==> src/rtl/mii_tx_framer.sv <==
// MII transmit framer: byte stream in, nibble-serial Ethernet frame out.
// Emits preamble, SFD, payload (low nibble first), zero pad up to MIN_BYTES,
// FCS from a nibble-wide reflected CRC-32, then the inter-frame gap.
// A missing byte at a ready slot truncates the frame and drains the source.
module mii_tx_framer #(
  parameter int MIN_BYTES   = 60,
  parameter int IFG_NIBBLES = 24,
  parameter int PRE_NIBBLES = 15
) (
  input  logic       clk,
  input  logic       rst,
  input  logic [7:0] s_data,
  input  logic       s_valid,
  input  logic       s_last,
  output logic       s_ready,
  output logic [3:0] txd,
  output logic       tx_en,
  output logic       busy,
  output logic       underrun
);

  localparam int BW   = $clog2(MIN_BYTES + 1);
  localparam int CMAX = (PRE_NIBBLES > IFG_NIBBLES) ? PRE_NIBBLES : IFG_NIBBLES;
  localparam int CW   = $clog2(CMAX + 8);

  localparam logic [CW-1:0] PRE_LAST = CW'(PRE_NIBBLES - 1);
  localparam logic [CW-1:0] IFG_LAST = CW'(IFG_NIBBLES - 2);
  localparam logic [CW-1:0] FCS_LAST = CW'(7);
  localparam logic [BW-1:0] MIN_B    = BW'(MIN_BYTES);
  localparam logic [BW-1:0] MIN_M1   = BW'(MIN_BYTES - 1);

  typedef enum logic [3:0] {
    IDLE, PRE, SFD, DLO, DHI, PAD, FCS, IFG, DROP
  } state_t;

  state_t          state, nxt_state;
  logic [CW-1:0]   cnt;
  logic [BW-1:0]   byte_cnt;
  logic [7:0]      byte_q;
  logic            last_seen;
  logic [31:0]     crc;
  logic [3:0]      nxt_txd;
  logic            nxt_tx_en;
  logic            hs;

  // One reflected CRC-32 step over a nibble, LSB first.
  function automatic logic [31:0] crc_nib(input logic [31:0] c, input logic [3:0] d);
    logic [31:0] r;
    r = c ^ {28'd0, d};
    for (int i = 0; i < 4; i++)
      r = r[0] ? ((r >> 1) ^ 32'hEDB8_8320) : (r >> 1);
    return r;
  endfunction

  // Payload byte taken from the source (DROP acceptances are discarded).
  assign hs = s_valid && s_ready && (state == SFD || state == DHI);

  // State register.
  always_ff @(posedge clk) begin
    if (!rst) state <= IDLE;
    else      state <= nxt_state;
  end

  // Next-state logic.
  always_comb begin
    nxt_state = state;
    unique case (state)
      IDLE: if (s_valid) nxt_state = PRE;
      PRE:  if (cnt == PRE_LAST) nxt_state = SFD;
      SFD:  nxt_state = s_valid ? DLO : DROP;
      DLO:  nxt_state = DHI;
      DHI: begin
        if (s_ready)                nxt_state = s_valid ? DLO : DROP;
        else if (byte_cnt < MIN_B)  nxt_state = PAD;
        else                        nxt_state = FCS;
      end
      PAD:  if (cnt[0] && byte_cnt == MIN_M1) nxt_state = FCS;
      FCS:  if (cnt == FCS_LAST) nxt_state = IFG;
      IFG:  if (cnt == IFG_LAST) nxt_state = IDLE;
      DROP: if (s_valid && s_last) nxt_state = IFG;
      default: nxt_state = IDLE;
    endcase
  end

  // Outputs: handshake/status from the current state, MII nibble for the next one.
  always_comb begin
    s_ready = 1'b0;
    unique case (state)
      SFD, DHI: s_ready = !last_seen;
      DROP:     s_ready = 1'b1;
      default:  s_ready = 1'b0;
    endcase
    busy     = (state != IDLE);
    underrun = (state == SFD || state == DHI) && s_ready && !s_valid;

    nxt_tx_en = 1'b0;
    nxt_txd   = 4'h0;
    unique case (nxt_state)
      PRE: begin nxt_tx_en = 1'b1; nxt_txd = 4'h5;         end
      SFD: begin nxt_tx_en = 1'b1; nxt_txd = 4'hD;         end
      DLO: begin nxt_tx_en = 1'b1; nxt_txd = s_data[3:0]; end
      DHI: begin nxt_tx_en = 1'b1; nxt_txd = byte_q[7:4]; end
      PAD: begin nxt_tx_en = 1'b1; nxt_txd = 4'h0;         end
      FCS: begin nxt_tx_en = 1'b1; nxt_txd = ~crc[3:0];    end
      default: begin nxt_tx_en = 1'b0; nxt_txd = 4'h0;     end
    endcase
  end

  // Registered MII pins.
  always_ff @(posedge clk) begin
    if (!rst) begin
      txd   <= 4'h0;
      tx_en <= 1'b0;
    end else begin
      txd   <= nxt_txd;
      tx_en <= nxt_tx_en;
    end
  end

  // Shared sequencing counter: restarts on every state change.
  always_ff @(posedge clk) begin
    if (!rst)                    cnt <= '0;
    else if (nxt_state != state) cnt <= '0;
    else                         cnt <= cnt + 1'b1;
  end

  // Byte latch, saturating byte count and end-of-payload flag.
  always_ff @(posedge clk) begin
    if (!rst) begin
      byte_q    <= 8'h00;
      byte_cnt  <= '0;
      last_seen <= 1'b0;
    end else begin
      if (hs) byte_q <= s_data;
      if (state == IDLE) begin
        byte_cnt  <= '0;
        last_seen <= 1'b0;
      end else begin
        if (hs && byte_cnt < MIN_B)  byte_cnt <= byte_cnt + 1'b1;
        else if (state == PAD && cnt[0]) byte_cnt <= byte_cnt + 1'b1;
        if (hs && s_last) last_seen <= 1'b1;
      end
    end
  end

  // CRC absorbs each data/pad nibble as it is scheduled; FCS shifts it out.
  always_ff @(posedge clk) begin
    if (!rst)                                            crc <= '1;
    else if (nxt_state == SFD)                           crc <= '1;
    else if (nxt_state == DLO || nxt_state == DHI ||
             nxt_state == PAD)                           crc <= crc_nib(crc, nxt_txd);
    else if (nxt_state == FCS)                           crc <= {4'h0, crc[31:4]};
  end

endmodule
==> config.mk <==
export PLATFORM = sky130hd
export DESIGN_NAME = mii_tx_framer
export DESIGN_NICKNAME = d
export VERILOG_FILES = /design/src/rtl/mii_tx_framer.sv
export SDC_FILE = /design/constraint.sdc
export NUM_CORES = 1
export LEC_CHECK = 0
export ABC_AREA = 1
export BUFFER_PORTS_ARGS = -buffer_cell sky130_fd_sc_hd__buf_2
export CORE_UTILIZATION = 50
export CTS_BUF_LIST = sky130_fd_sc_hd__clkbuf_2 sky130_fd_sc_hd__clkbuf_4 sky130_fd_sc_hd__clkbuf_8
export CTS_CLUSTER_SIZE = 14
export DETAILED_ROUTE_END_ITERATION = 12
export HOLD_SLACK_MARGIN = 0.02
export PLACE_DENSITY = 0.78
export SETUP_SLACK_MARGIN = 0.3
export SYNTH_ARGS = -nofsm -noshare
export SYNTH_HDL_FRONTEND = slang
export SYNTH_SLANG_ARGS = --single-unit
==> constraint.sdc <==
create_clock -name clk -period 2.31 [get_ports clk]
set_input_delay 0.3465 -clock clk [delete_from_list [all_inputs] [get_ports clk]]
set_output_delay 0.3465 -clock clk [all_outputs]
set_load 0.01 [all_outputs]
== Word-level counts from Yosys, hierarchy flattened ==
Index checks and enable logic that the tools add are counted.

* $add $sub $neg: 2
* $lt $le $gt $ge: 1
* Eq/ne operators: 19
* Muxes and demuxes: 21
* Bitwise operators: 7
* Reduce and logical (&&, ||, !) cells: 23

{| class="wikitable"
|+ Operators by type and width
! cell !! number
|-
| $mux 32 || 6
|-
| $not 13->14 || 4
|-
| $pmux 4 s9 || 1
|-
| $mux 4 || 8
|-
| $xor 32x4->32 || 1
|-
| $eq 4x3->1 const B || 7
|-
| $pmux 4 s5 || 1
|-
| $eq 4x2->1 const B || 4
|-
| $mux 6 || 2
|-
| $logic_and 1x1->1 || 9
|-
| $eq 4x1->1 const B || 2
|-
| $reduce_or 2->1 || 4
|-
| $add 6x1->6 const B || 1
|-
| $eq 6x6->1 const B || 1
|-
| $lt 6x6->1 const B || 1
|-
| $reduce_or 6->1 || 1
|-
| $add 5x1->5 const B || 1
|-
| $eq 5x3->1 const B || 1
|-
| $eq 5x4->1 const B || 1
|-
| $eq 5x5->1 const B || 1
|-
| $eq 4x4->1 const B || 1
|-
| $logic_not 4->1 || 1
|-
| $ne 4x4->1 || 1
|-
| $not 4->4 || 1
|-
| other kinds (8) || 12
|}

* Register bits after elaboration: 61
* Input bits: 12
* Output and inout port bits: 8

== Longest topological paths before layout ==
* Word-level depth: 17
* Gate-level depth with buffers: 24
* Mapped depth without buffers: 24

== Worst setup path before layout ==
Ideal clock, no wire load.

* Path type: reg2reg
* Start: register cnt[0]
* End: register crc[20]
* Arrival time: 2.158 ns
* Path slack: 0.038 ns
* Stages on the path, launching flop included: 23
* Clock period less this slack: 2.272 ns
* Cells stage by stage: dfxtp_1 inv_1 ha_1 inv_1 nor2_1 nand2_1 inv_1 nand2_1 nand3_1 nor3_1 nand2_2 nand3_1 nand2_1 nor2_2 nand2_1 nand2_2 nand2_4 nand2_4 nand3_2 nand2_2 nand2_1 nand3_1 nand2_1

* Cells in the longest elaborated chain, start to end: 13
* Elaborated cells between the ends (all ways): 28
* Classes of those cells: 9 x eq/ne; 11 x mux; 3 x bitwise; 5 x reduce/logical

{| class="wikitable"
|+ RTL lines
! element !! line !! text
|-
| start, declared || 37 || <nowiki>logic [CW-1:0] cnt;</nowiki>
|-
| start signal, assigned || 124 || <nowiki>else cnt <= cnt + 1'b1;</nowiki>
|-
| $eq 5x5->1 (tied with other cells) || 79 || <nowiki>IFG: if (cnt == IFG_LAST) nxt_state = IDLE;</nowiki>
|-
| $mux 4 (on tied branches) || -- ||
|-
| $pmux 4 s9 (*) || 67 || <nowiki>unique case (state)</nowiki>
|-
| $eq 4x3->1 (tied with other cells) || 98, 152 ||
|-
| $pmux 4 s5 || 98 || <nowiki>unique case (nxt_state)</nowiki>
|-
| $xor 32x4->32 || 49 || <nowiki>r = c ^ {28'd0, d};</nowiki>
|-
| $mux 32 (2 in a row) || 51 || <nowiki>r = r[0] ? ((r >> 1) ^ 32'hEDB8_8320) : (r >> 1);</nowiki>
|-
| $not 13->14 (no line) || -- ||
|-
| $mux 32 || 51 ||
|-
| $not 13->14 (no line) || -- ||
|-
| $mux 32 || 51 ||
|-
| $mux 32 || 150 || <nowiki>else if (nxt_state == DLO || nxt_state == DHI ||</nowiki>
|-
| end signal, assigned || 152 || <nowiki>else if (nxt_state == FCS) crc <= {4'h0, crc[31:4]};</nowiki>
|-
| end, declared || 41 || <nowiki>logic [31:0] crc;</nowiki>
|}

Mark *: on every way between the ends. The rest lies on a longest branch, timed or not.
A chain may end at the register's enable or synchronous reset.

== Final worst setup path ==
* Start: register cnt[0]
* End: register crc[18]

* Cells in the longest elaborated chain, start to end: 13
* Elaborated cells between the ends (all ways): 28
* Classes of those cells: 9 x eq/ne; 11 x mux; 3 x bitwise; 5 x reduce/logical

{| class="wikitable"
|+ RTL lines
! element !! line
|-
| $eq 5x5->1 (tied with other cells) || 79
|-
| $mux 4 (on tied branches) || --
|-
| $pmux 4 s9 (*) || 67
|-
| $eq 4x3->1 (tied with other cells) || 98, 152
|-
| $pmux 4 s5 || 98
|-
| $xor 32x4->32 || 49
|-
| $mux 32 || 51
|-
| $not 13->14 (no line) || --
|-
| $mux 32 || 51
|-
| $not 13->14 (no line) || --
|-
| $mux 32 (2 in a row) || 51
|-
| $mux 32 || 150
|}

Marked as above.

==> run summary <==
Routed Antenna Nets - 0
Worst Setup Slack, final - -617 ps
Unrepaired setup endpoints after global routing - true
Endpoints failing hold - 0
Power per cell area - 484 nW/µm²
Status - finished with violations
Post-synth top area cell - dfxtp_1
Num CTS Buffers - 9
DRT iter0 DRCs - 572
Cell variety after synth - 32
Cells taking the most area after synthesis - dfxtp_1 (36%), nand2_1 (15%), nand3_1 (8.1%)
Post-layout nets - 605
Synth warn - 0
Hold Crit Depth - 3
Syn nets - 494
Clock period minus worst slack - 2930 ps
I/O pin total - 20
CTS tree - done
Num rows - 28
R2R cell count - 22
Initial antenna violation count - 0
Grt met1 use - 37.2%
Grt peak-use layer - met2
Total negative slack - -15730 ps
Mapped cell area - 3200 µm²
Fin cells - 670
Worst vdd ir - 603 µV
DRC viols - 0
Period utilisation layout - 127%
Dpl cells - 606
Root Buffer - clkbuf_8
Longest Clk Path Bufs - 2
Max Freq - 342 MHz
Crit. End Element - register
Vias per Instance - 6.27
Fill cells - 311
Flops & latches, synth - 57
Yosys top cell area share - 35.6%
Max Cap Viol - 0
Register area share after synthesis - 35.6%
Gr ovfl total - 0
Core Region - 6060 µm²
Min-delay worst type - input port to register
Placed cell area - 3740 µm²
Critical path launch point type - register
Final Cell Area - 5000 µm²
Final HPWL DP - 5540 µm
N_diodes - 0
Final setup fails - 40
Leakage - 2.41 nW
Avg Cell Area, Syn - 6.68 µm²
Die footprint - 6730 µm²
Failing checks - negative setup slack
Die Y - 82.0 µm
WP data required - 2570 ps
Max-slew headroom - 75.9%
WL per Instance - 20.1 µm
Util after Layout - 82.5%
Synthesis-to-layout area growth - 56.2%
Transition time of the tightest slew-check pin - 360 ps
Commonest non-fill, non-tap cell in the layout - nand2_1
Vias - 4202
Port bufs - 19
Total length of routed wires - 13500 µm
Latest clock arrival within the worst-skew pair - 360 ps
Critical Path Fanout Max - 7
Clk sinks - 57
Total power - 2.42 mW
WP data arrival - 3190 ps
Synth Instances - 479
H-Tree Depth - 3
Critical path type - register to register
Clock-pin slew on the worst setup and hold paths - 80 ps
Starting Density - 52.8%
DRT Pass-1 Iters - 6
Die width - 82.0 µm
Post-CTS Hold Buffers - 0
Most frequent cells in the layout - nand2_1 (85), buf_4 (72), dfxtp_1 (49)
Vias in the first global route - 3382
GRT Total Usage - 30.6%
GR Util met2 - 49.9%
Clk_skew - 18.9 ps
Placer congestion estimate - 0.937
Routing usage on met3 - 9.22%
Share of layout cells above drive strength 1 - 48.1%
First-pass GRT wire length - 15400 µm
Max Slew Vio Count - 0
Largest net degree at the start of global routing - 33
==> flip-flops by register name, summed over array words and instances, names as in the netlist <==
name,count
last_seen,1
state,4
crc,32
tx_en,1
byte_q,4
byte_cnt,6
cnt,5
txd,4
==> final cells by class <==
cell class | instances | area, µm² | area share (%)
multi-input cells | 346 | 2360 | 47.2
flip-flops and latches | 57 | 1160 | 23.2
repair buffers | 107 | 846 | 16.9
inverters | 66 | 270 | 5.40
clock buffers | 12 | 159 | 3.18
well taps | 75 | 93.8 | 1.88
clock inverters | 4 | 73.8 | 1.48
repair inverters | 3 | 38.8 | 0.775
==> what timing repair did <==
action | in CTS | in global routing
pin swaps | 48 | 46
setup endpoints to repair | 39 | 45
buffers inserted | 20 | 25
cloned | 3 | 0
resized for setup | 67 | 110
==> layer usage <==
metal,up-vias,routed length [µm]
met5,-,0
met4,0,920
met3,114,1460
met2,365,6050
met1,1946,5070
li1,1777,-
==> power by group <==
part	switching [mW]	leakage (nW)	total, mW	internal, mW
Sequential	0.0104	0.467	0.999	0.989
Clock	0.435	0.120	1.12	0.680
Combinational	0.182	1.82	0.305	0.123
Total	0.628	2.41	2.42	1.79
==> Yosys cell counts <==
cell type,count
a21oi_1,9
a31oi_1,3
buf_2,3
buf_4,1
clkbuf_1,6
clkinv_1,1
dfxtp_1,57
ha_1,3
inv_1,55
inv_2,10
nand2_1,132
nand2_2,15
nand2_4,5
nand3_1,52
nand3_2,10
nand3b_1,1
nand4_1,13
nor2_1,48
nor2_2,8
nor2_4,3
nor3_1,4
nor3_4,1
o2111ai_1,9
o211ai_1,6
o21ai_0,12
o21ai_1,2
o221ai_1,1
or2_0,1
or2_1,2
or2_2,1
xnor2_1,1
xor2_1,4
==> worst max-delay path, stage by stage, from the launching register on <==
cell	delay, ps
dfxtp_2	350
inv_2	50
buf_4	120
buf_4	120
nor2_1	120
nand2_1	150
nand2_1	110
nand2_2	70
nor3_4	220
nand2_4	160
nor2_4	180
nand3_1	140
nand2_2	110
nor2_4	50
buf_4	120
nand2_1	60
nand2_2	80
nand2_2	90
nand3_1	140
nand2_2	120
nand2_1	90
nand3_1	110
nand2_1	50
==> cell families (layout without fill, tap and decap cells) <==
| kind of cell | Yosys count | count (layout) | share of synthesized area, % |
|---|---|---|---|
| fa+ha+maj | 3 | 3 | 1.17 |
| flops | 57 | 57 | 35.6 |
| simple gates | 296 | 296 | 44.4 |
| buf+inv | 76 | 192 | 9.14 |
| xor+xnor | 5 | 5 | 1.37 |
| compound gates | 42 | 42 | 8.32 |
==> metrics by stage <==
stage | setup slack [ps] | hold slack (ps)
6_report | -617 | 262
5_1_grt | -724 | 265
4_1_cts | -120 | 249
3_5_place_dp | -193 | 450
3_3_place_gp | -141 | 435
2_1_floorplan | 89.7 | 429
==> path summary, 6_finish.rpt <==
kind                                                 end                startpoint  slack, ps
worst max-delay path                crc[18]$_SDFFE_PP1P_         cnt[0]$_SDFF_PP0_       -620
worst max register to register      crc[18]$_SDFFE_PP1P_         cnt[0]$_SDFF_PP0_       -620
worst min register to register  byte_cnt[5]$_SDFFE_PP0P_  byte_cnt[5]$_SDFFE_PP0P_        470
worst min-delay path              byte_q[4]$_SDFFE_PN0P_                 s_data[4]        260
(Power assumes the default switching activity.)
